### src/rtl/csr_byte_master_pkg.sv
// Shared constants and FSM state type for the CSR byte-stream bus master.
package csr_byte_master_pkg;

    localparam logic [7:0]  CMD_WRITE    = 8'h01;
    localparam logic [7:0]  CMD_READ     = 8'h02;
    localparam logic [15:0] TIMEOUT_DATA = 16'hDEAD;

    typedef enum logic [2:0] {
        StCmd,
        StAddr,
        StDhi,
        StDlo,
        StWr,
        StRd,
        StTxh,
        StTxl
    } state_e;

    function automatic logic is_known_cmd(input logic [7:0] b);
        return (b == CMD_WRITE) || (b == CMD_READ);
    endfunction

endpackage

### src/rtl/csr_byte_master.sv
// Host byte stream to CSR bus master: WRITE = 01,ADDR,DHI,DLO; READ = 02,ADDR -> reply DHI,DLO.
// Optional read timeout enabled by defining CSR_BYTE_MASTER_TIMEOUT_EN.
module csr_byte_master
    import csr_byte_master_pkg::*;
#(
    parameter int unsigned CSR_ADDR_W     = 8,
    parameter int unsigned CSR_DATA_W     = 16,
    parameter int unsigned TIMEOUT_CYCLES = 1024
) (
    input  logic                  clk,
    input  logic                  rst,
    input  logic [7:0]            rx_data,
    input  logic                  rx_valid,
    output logic                  rx_ready,
    output logic [7:0]            tx_data,
    output logic                  tx_valid,
    input  logic                  tx_ready,
    output logic [CSR_ADDR_W-1:0] csr_addr,
    output logic                  csr_wen,
    output logic [CSR_DATA_W-1:0] csr_wdata,
    output logic                  csr_ren,
    input  logic                  csr_rvalid,
    input  logic [CSR_DATA_W-1:0] csr_rdata,
    output logic                  proto_err
);

    state_e                  state_q, state_d;
    logic                    is_read_q, is_read_d;
    logic [CSR_ADDR_W-1:0]   addr_q, addr_d;
    logic [7:0]              dhi_q, dhi_d;
    logic [7:0]              dlo_q, dlo_d;
    logic [CSR_DATA_W-1:0]   rdata_q, rdata_d;
    logic                    proto_err_q, proto_err_d;
    logic                    rx_state;
    logic                    rx_fire;

    assign rx_state = (state_q == StCmd) || (state_q == StAddr) ||
                      (state_q == StDhi) || (state_q == StDlo);
    // Held low while in reset so no byte is consumed before the FSM is known.
    assign rx_ready  = rx_state & ~rst;
    assign rx_fire   = rx_valid & rx_ready;
    assign proto_err = proto_err_q;

`ifdef CSR_BYTE_MASTER_TIMEOUT_EN
    localparam int unsigned CntW = $clog2(TIMEOUT_CYCLES + 1);
    logic [CntW-1:0] cnt_q, cnt_d;
    logic            timeout;

    assign timeout = (cnt_q == CntW'(TIMEOUT_CYCLES - 1));
`else
    logic unused_timeout_cfg;
    assign unused_timeout_cfg = ^TIMEOUT_CYCLES;
`endif

    always_comb begin
        state_d     = state_q;
        is_read_d   = is_read_q;
        addr_d      = addr_q;
        dhi_d       = dhi_q;
        dlo_d       = dlo_q;
        rdata_d     = rdata_q;
        proto_err_d = 1'b0;
        csr_wen     = 1'b0;
        csr_ren     = 1'b0;
        csr_addr    = '0;
        csr_wdata   = '0;
        tx_valid    = 1'b0;
        tx_data     = '0;
`ifdef CSR_BYTE_MASTER_TIMEOUT_EN
        cnt_d       = '0;
`endif

        unique case (state_q)
            StCmd: begin
                if (rx_fire) begin
                    if (is_known_cmd(rx_data)) begin
                        is_read_d = (rx_data == CMD_READ);
                        state_d   = StAddr;
                    end else begin
                        proto_err_d = 1'b1;
                    end
                end
            end
            StAddr: begin
                if (rx_fire) begin
                    addr_d  = rx_data[CSR_ADDR_W-1:0];
                    state_d = is_read_q ? StRd : StDhi;
                end
            end
            StDhi: begin
                if (rx_fire) begin
                    dhi_d   = rx_data;
                    state_d = StDlo;
                end
            end
            StDlo: begin
                if (rx_fire) begin
                    dlo_d   = rx_data;
                    state_d = StWr;
                end
            end
            StWr: begin
                csr_wen   = 1'b1;
                csr_addr  = addr_q;
                csr_wdata = {dhi_q, dlo_q};
                state_d   = StCmd;
            end
            StRd: begin
                csr_ren  = 1'b1;
                csr_addr = addr_q;
                if (csr_rvalid) begin
                    rdata_d = csr_rdata;
                    state_d = StTxh;
                end
`ifdef CSR_BYTE_MASTER_TIMEOUT_EN
                else begin
                    cnt_d = cnt_q + CntW'(1);
                    if (timeout) begin
                        rdata_d     = TIMEOUT_DATA;
                        proto_err_d = 1'b1;
                        state_d     = StTxh;
                    end
                end
`endif
            end
            StTxh: begin
                tx_valid = 1'b1;
                tx_data  = rdata_q[CSR_DATA_W-1 -: 8];
                if (tx_ready) state_d = StTxl;
            end
            StTxl: begin
                tx_valid = 1'b1;
                tx_data  = rdata_q[7:0];
                if (tx_ready) state_d = StCmd;
            end
            default: state_d = StCmd;
        endcase
    end

    always_ff @(posedge clk) begin
        if (rst) begin
            state_q     <= StCmd;
            is_read_q   <= 1'b0;
            addr_q      <= '0;
            dhi_q       <= '0;
            dlo_q       <= '0;
            rdata_q     <= '0;
            proto_err_q <= 1'b0;
        end else begin
            state_q     <= state_d;
            is_read_q   <= is_read_d;
            addr_q      <= addr_d;
            dhi_q       <= dhi_d;
            dlo_q       <= dlo_d;
            rdata_q     <= rdata_d;
            proto_err_q <= proto_err_d;
        end
    end

`ifdef CSR_BYTE_MASTER_TIMEOUT_EN
    // Counter only advances in RD, so it is already zero on every entry.
    always_ff @(posedge clk) begin
        if (rst) cnt_q <= '0;
        else     cnt_q <= cnt_d;
    end
`endif

endmodule

### config.mk
export PLATFORM = sky130hd
export DESIGN_NAME = csr_byte_master
export DESIGN_NICKNAME = d
export VERILOG_FILES = /design/src/rtl/csr_byte_master_pkg.sv /design/src/rtl/csr_byte_master.sv
export SDC_FILE = /design/constraint.sdc
export NUM_CORES = 1
export LEC_CHECK = 0
export CAP_MARGIN = 15
export CELL_PAD_IN_SITES_DETAIL_PLACEMENT = 0
export CELL_PAD_IN_SITES_GLOBAL_PLACEMENT = 1
export CORE_ASPECT_RATIO = 0.9
export CORE_MARGIN = 3
export CORE_UTILIZATION = 30
export DETAILED_ROUTE_END_ITERATION = 10
export PLACE_DENSITY = 0.83
export SLEW_MARGIN = 40
export SYNTH_ARGS = -nofsm -noshare
export SYNTH_HDL_FRONTEND = slang
export SYNTH_SLANG_ARGS = --single-unit
### constraint.sdc
create_clock -name clk -period 4 [get_ports clk]
set_input_delay 0.8 -clock clk [delete_from_list [all_inputs] [get_ports clk]]
set_output_delay 0.8 -clock clk [all_outputs]
set_load 0.03 [all_outputs]
==> results by group <==
CTS
  – Clock Pin Slew Worst Setup and Hold Paths: around 80 ps
  – Clock latency on the worst-skew pair: 290 ps
  – H-Tree Depth: 2
  – TritonCTS clock tree: yes
  – CTS root buf: clkbuf_8
  – Postcts setup bufs: 0
  – CTS max path bufs: 2
  – Post_cts resized: 0
  – Clock sink total: 45
  – Inserted Clock Buffers: 5
  – # hold bufs at CTS: 0

Floorplan
  – Core area: 6620 um2
  – # rows: 28
  – Die area: 7900 um2
  – Chip Height: 84.6 um
  – Number of I/O pins: 66
  – Die X-Extent: 93.4 um
  – Initial Util: 0.311

Detailed routing
  – Drt first pass iters: 4
  – Routed vias/inst: 4.68
  – Final ANT Viol Nets: 0
  – DRT iter0 DRCs: 121
  – WL/cell: 13.5 um
  – # DRC: 0
  – Routed via count: 1834
  – Post-Route WL: 5300 um

Layout
  – Diodes inserted: 0
  – Share of cells above drive strength 1: 0.0397
  – Layout net count: 331
  – Fill cells: 675
  – Layout area overhead: 37.7%
  – Post-route insts no fill: 392

Timing
  – Clk_skew: 5.72 ps
  – Final min period: 3460 ps
  – Max Transition Viols Final: 0
  – Endpoints failing setup: 0
  – Worst slew margin: 0.572
  – Setup TNS: 0 ps
  – RSZ-0062 raised after global routing: false
  – FMAX: about 290 MHz
  – Setup ws final: between 500 and 600 ps
  – Final hold viol count: 0
  – Worst-margin pin slew: 641 ps
  – Final period util: 0.865

Synthesis
  – Post-synth top area cell: dfxtp_1
  – Mapped Cells: 246
  – Mapped Avg Cell Area: ~8.4 um2
  – Yosys cell types: 30
  – Syn. warnings: 0
  – Register area share after synthesis: 0.437
  – Dominant cells by area after synthesis: dfxtp_1 (44%), mux2i_1 (16%), nor2_1 (7.1%)
  – Synthesized cell area: just over 2000 um2
  – Synth top area share: 0.437
  – Yosys reg bits: 45
  – Syn_nets: 275

Status
  – Status: complete, no violations

Power
  – PD cells: 275 nW/um2
  – Maximum VDD drop: between 0.1 and 0.15 mV
  – Design Power: 0.780 mW
  – Leak Pwr: ~1.1 nW

Placement
  – DP Cell Count: approximately 390
  – Port-buffer cells: 65
  – Final HPWL from detailed placement: 3820 um
  – Post-place setup slack: 918 ps
  – Gpl congestion: 0.781

Global route
  – First-pass GRT wire length: 8560 um
  – Total gr overflow: 0
  – Total GRT Usage: 0.135
  – Vias in the first global route: 1726
  – Antenna violations before repair: 0
  – Largest net degree at the start of global routing: 46

Hold path
  – Worst Hold Class: reg -> reg

Worst setup path
  – Crit path capture type: output pin
  – Worst setup SP type: flop
  – Critical Path RT: 3200 ps
  – Worst EP arrival: 2660 ps
  – Worst Path Max Fanout: 19
  – Worst Path Class, Setup: reg -> out

Job
  – MaxCap Viol Count: 0
[final timing paths]
path / depth (start not counted) / from / slack, ps / end
setup / recovery: 4 / state_q[2]$_SDFFE_PP0P_ / 540 / csr_wdata[5]
hold / removal: 2 / rdata_q[0]$_SDFFE_PP0P_ / 460 / rdata_q[0]$_SDFFE_PP0P_
setup reg to reg: 4 / state_q[2]$_SDFFE_PP0P_ / 1800 / rdata_q[4]$_SDFFE_PP0P_
hold reg to reg: 2 / rdata_q[0]$_SDFFE_PP0P_ / 460 / rdata_q[0]$_SDFFE_PP0P_
[layout by cell type (no fill, tap or decap), types with 2 or more instances in the layout]
master,instances
buf_4,3
mux2i_1,32
nand3b_1,2
a31oi_1,2
clkbuf_8,6
o21ai_0,5
a21oi_1,20
and3_1,18
inv_1,4
dfxtp_1,45
nand2_1,35
and2_1,10
clkdlybuf4s50_1,65
nor2_1,39
[routing by layer]
layer | routed length [um] | global-route usage | up-vias
li1 | - | - | 936
met1 | 2510 | 0.187 | 850
met2 | 2480 | 0.208 | 38
met3 | 211 | 0.0251 | 10
met4 | 91 | 0.0479 | 0
met5 | 0 | 0 | -
[through the flow]
| stage | area, um2 | util | hold WS [ps] |
|---|---|---|---|
| floorplan | 2060 | - | 436 |
| global placement | 2750 | 0.416 | 443 |
| detailed placement | 2750 | 0.416 | 447 |
| CTS | 2840 | 0.429 | 458 |
| global route | 2840 | 0.429 | 481 |
| finish | 2840 | 0.429 | 457 |
[sequential cells by signal, summed over array words and instances (netlist names)]
| signal | cells |
|---|---|
| addr_q | 8 |
| dhi_q | 8 |
| dlo_q | 8 |
| is_read_q | 1 |
| proto_err | 1 |
| rdata_q | 16 |
| state_q | 3 |
[synth_stat cells, drive strengths merged]
cell type	count
nor4	1
nor3b	2
and4b	1
nor2b	1
xor2	1
nand2b	1
or3	1
a21oi	20
nor2	39
o21ai	5
a41o	1
nor3	1
or3b	1
nand3	2
and2	10
nand4	1
clkbuf	11
dfxtp	45
and3	18
buf	8
nand3b	2
o311ai	1
inv	4
mux2i	32
a31oi	2
nand2	35
[cell families after synthesis]
family | count (synthesis) | synth area share
compound gates | 29 | 0.0759
simple gates | 116 | 0.274
buf+inv | 23 | 0.0534
flops | 45 | 0.437
mux | 32 | 0.155
xor+xnor | 1 | 0.00425
[power breakdown]
group          total [mW]  internal [mW]  switching [mW]
Combinational      0.0564         0.0308          0.0256
Clock               0.274          0.137           0.137
Sequential          0.449          0.448        0.000440
Total               0.780          0.616           0.163
[critical path, stage by stage (launching register included)]
cell and delay [ps]:
dfxtp_1 570, nor2b_1 590, buf_4 320, and3_1 220, clkdlybuf4s50_1 680
[final cells by class]
class	count	area, um2	share of cell area
Inverter	4	15.0	0.00529
Multi-Input combinational cell	178	1050	0.370
Tap cell	90	113	0.0397
Timing Repair Buffer	68	673	0.237
Clock buffer	7	86.3	0.0304
Sequential cell	45	901	0.317
Note: power is estimated with default switching activity, not from simulation.
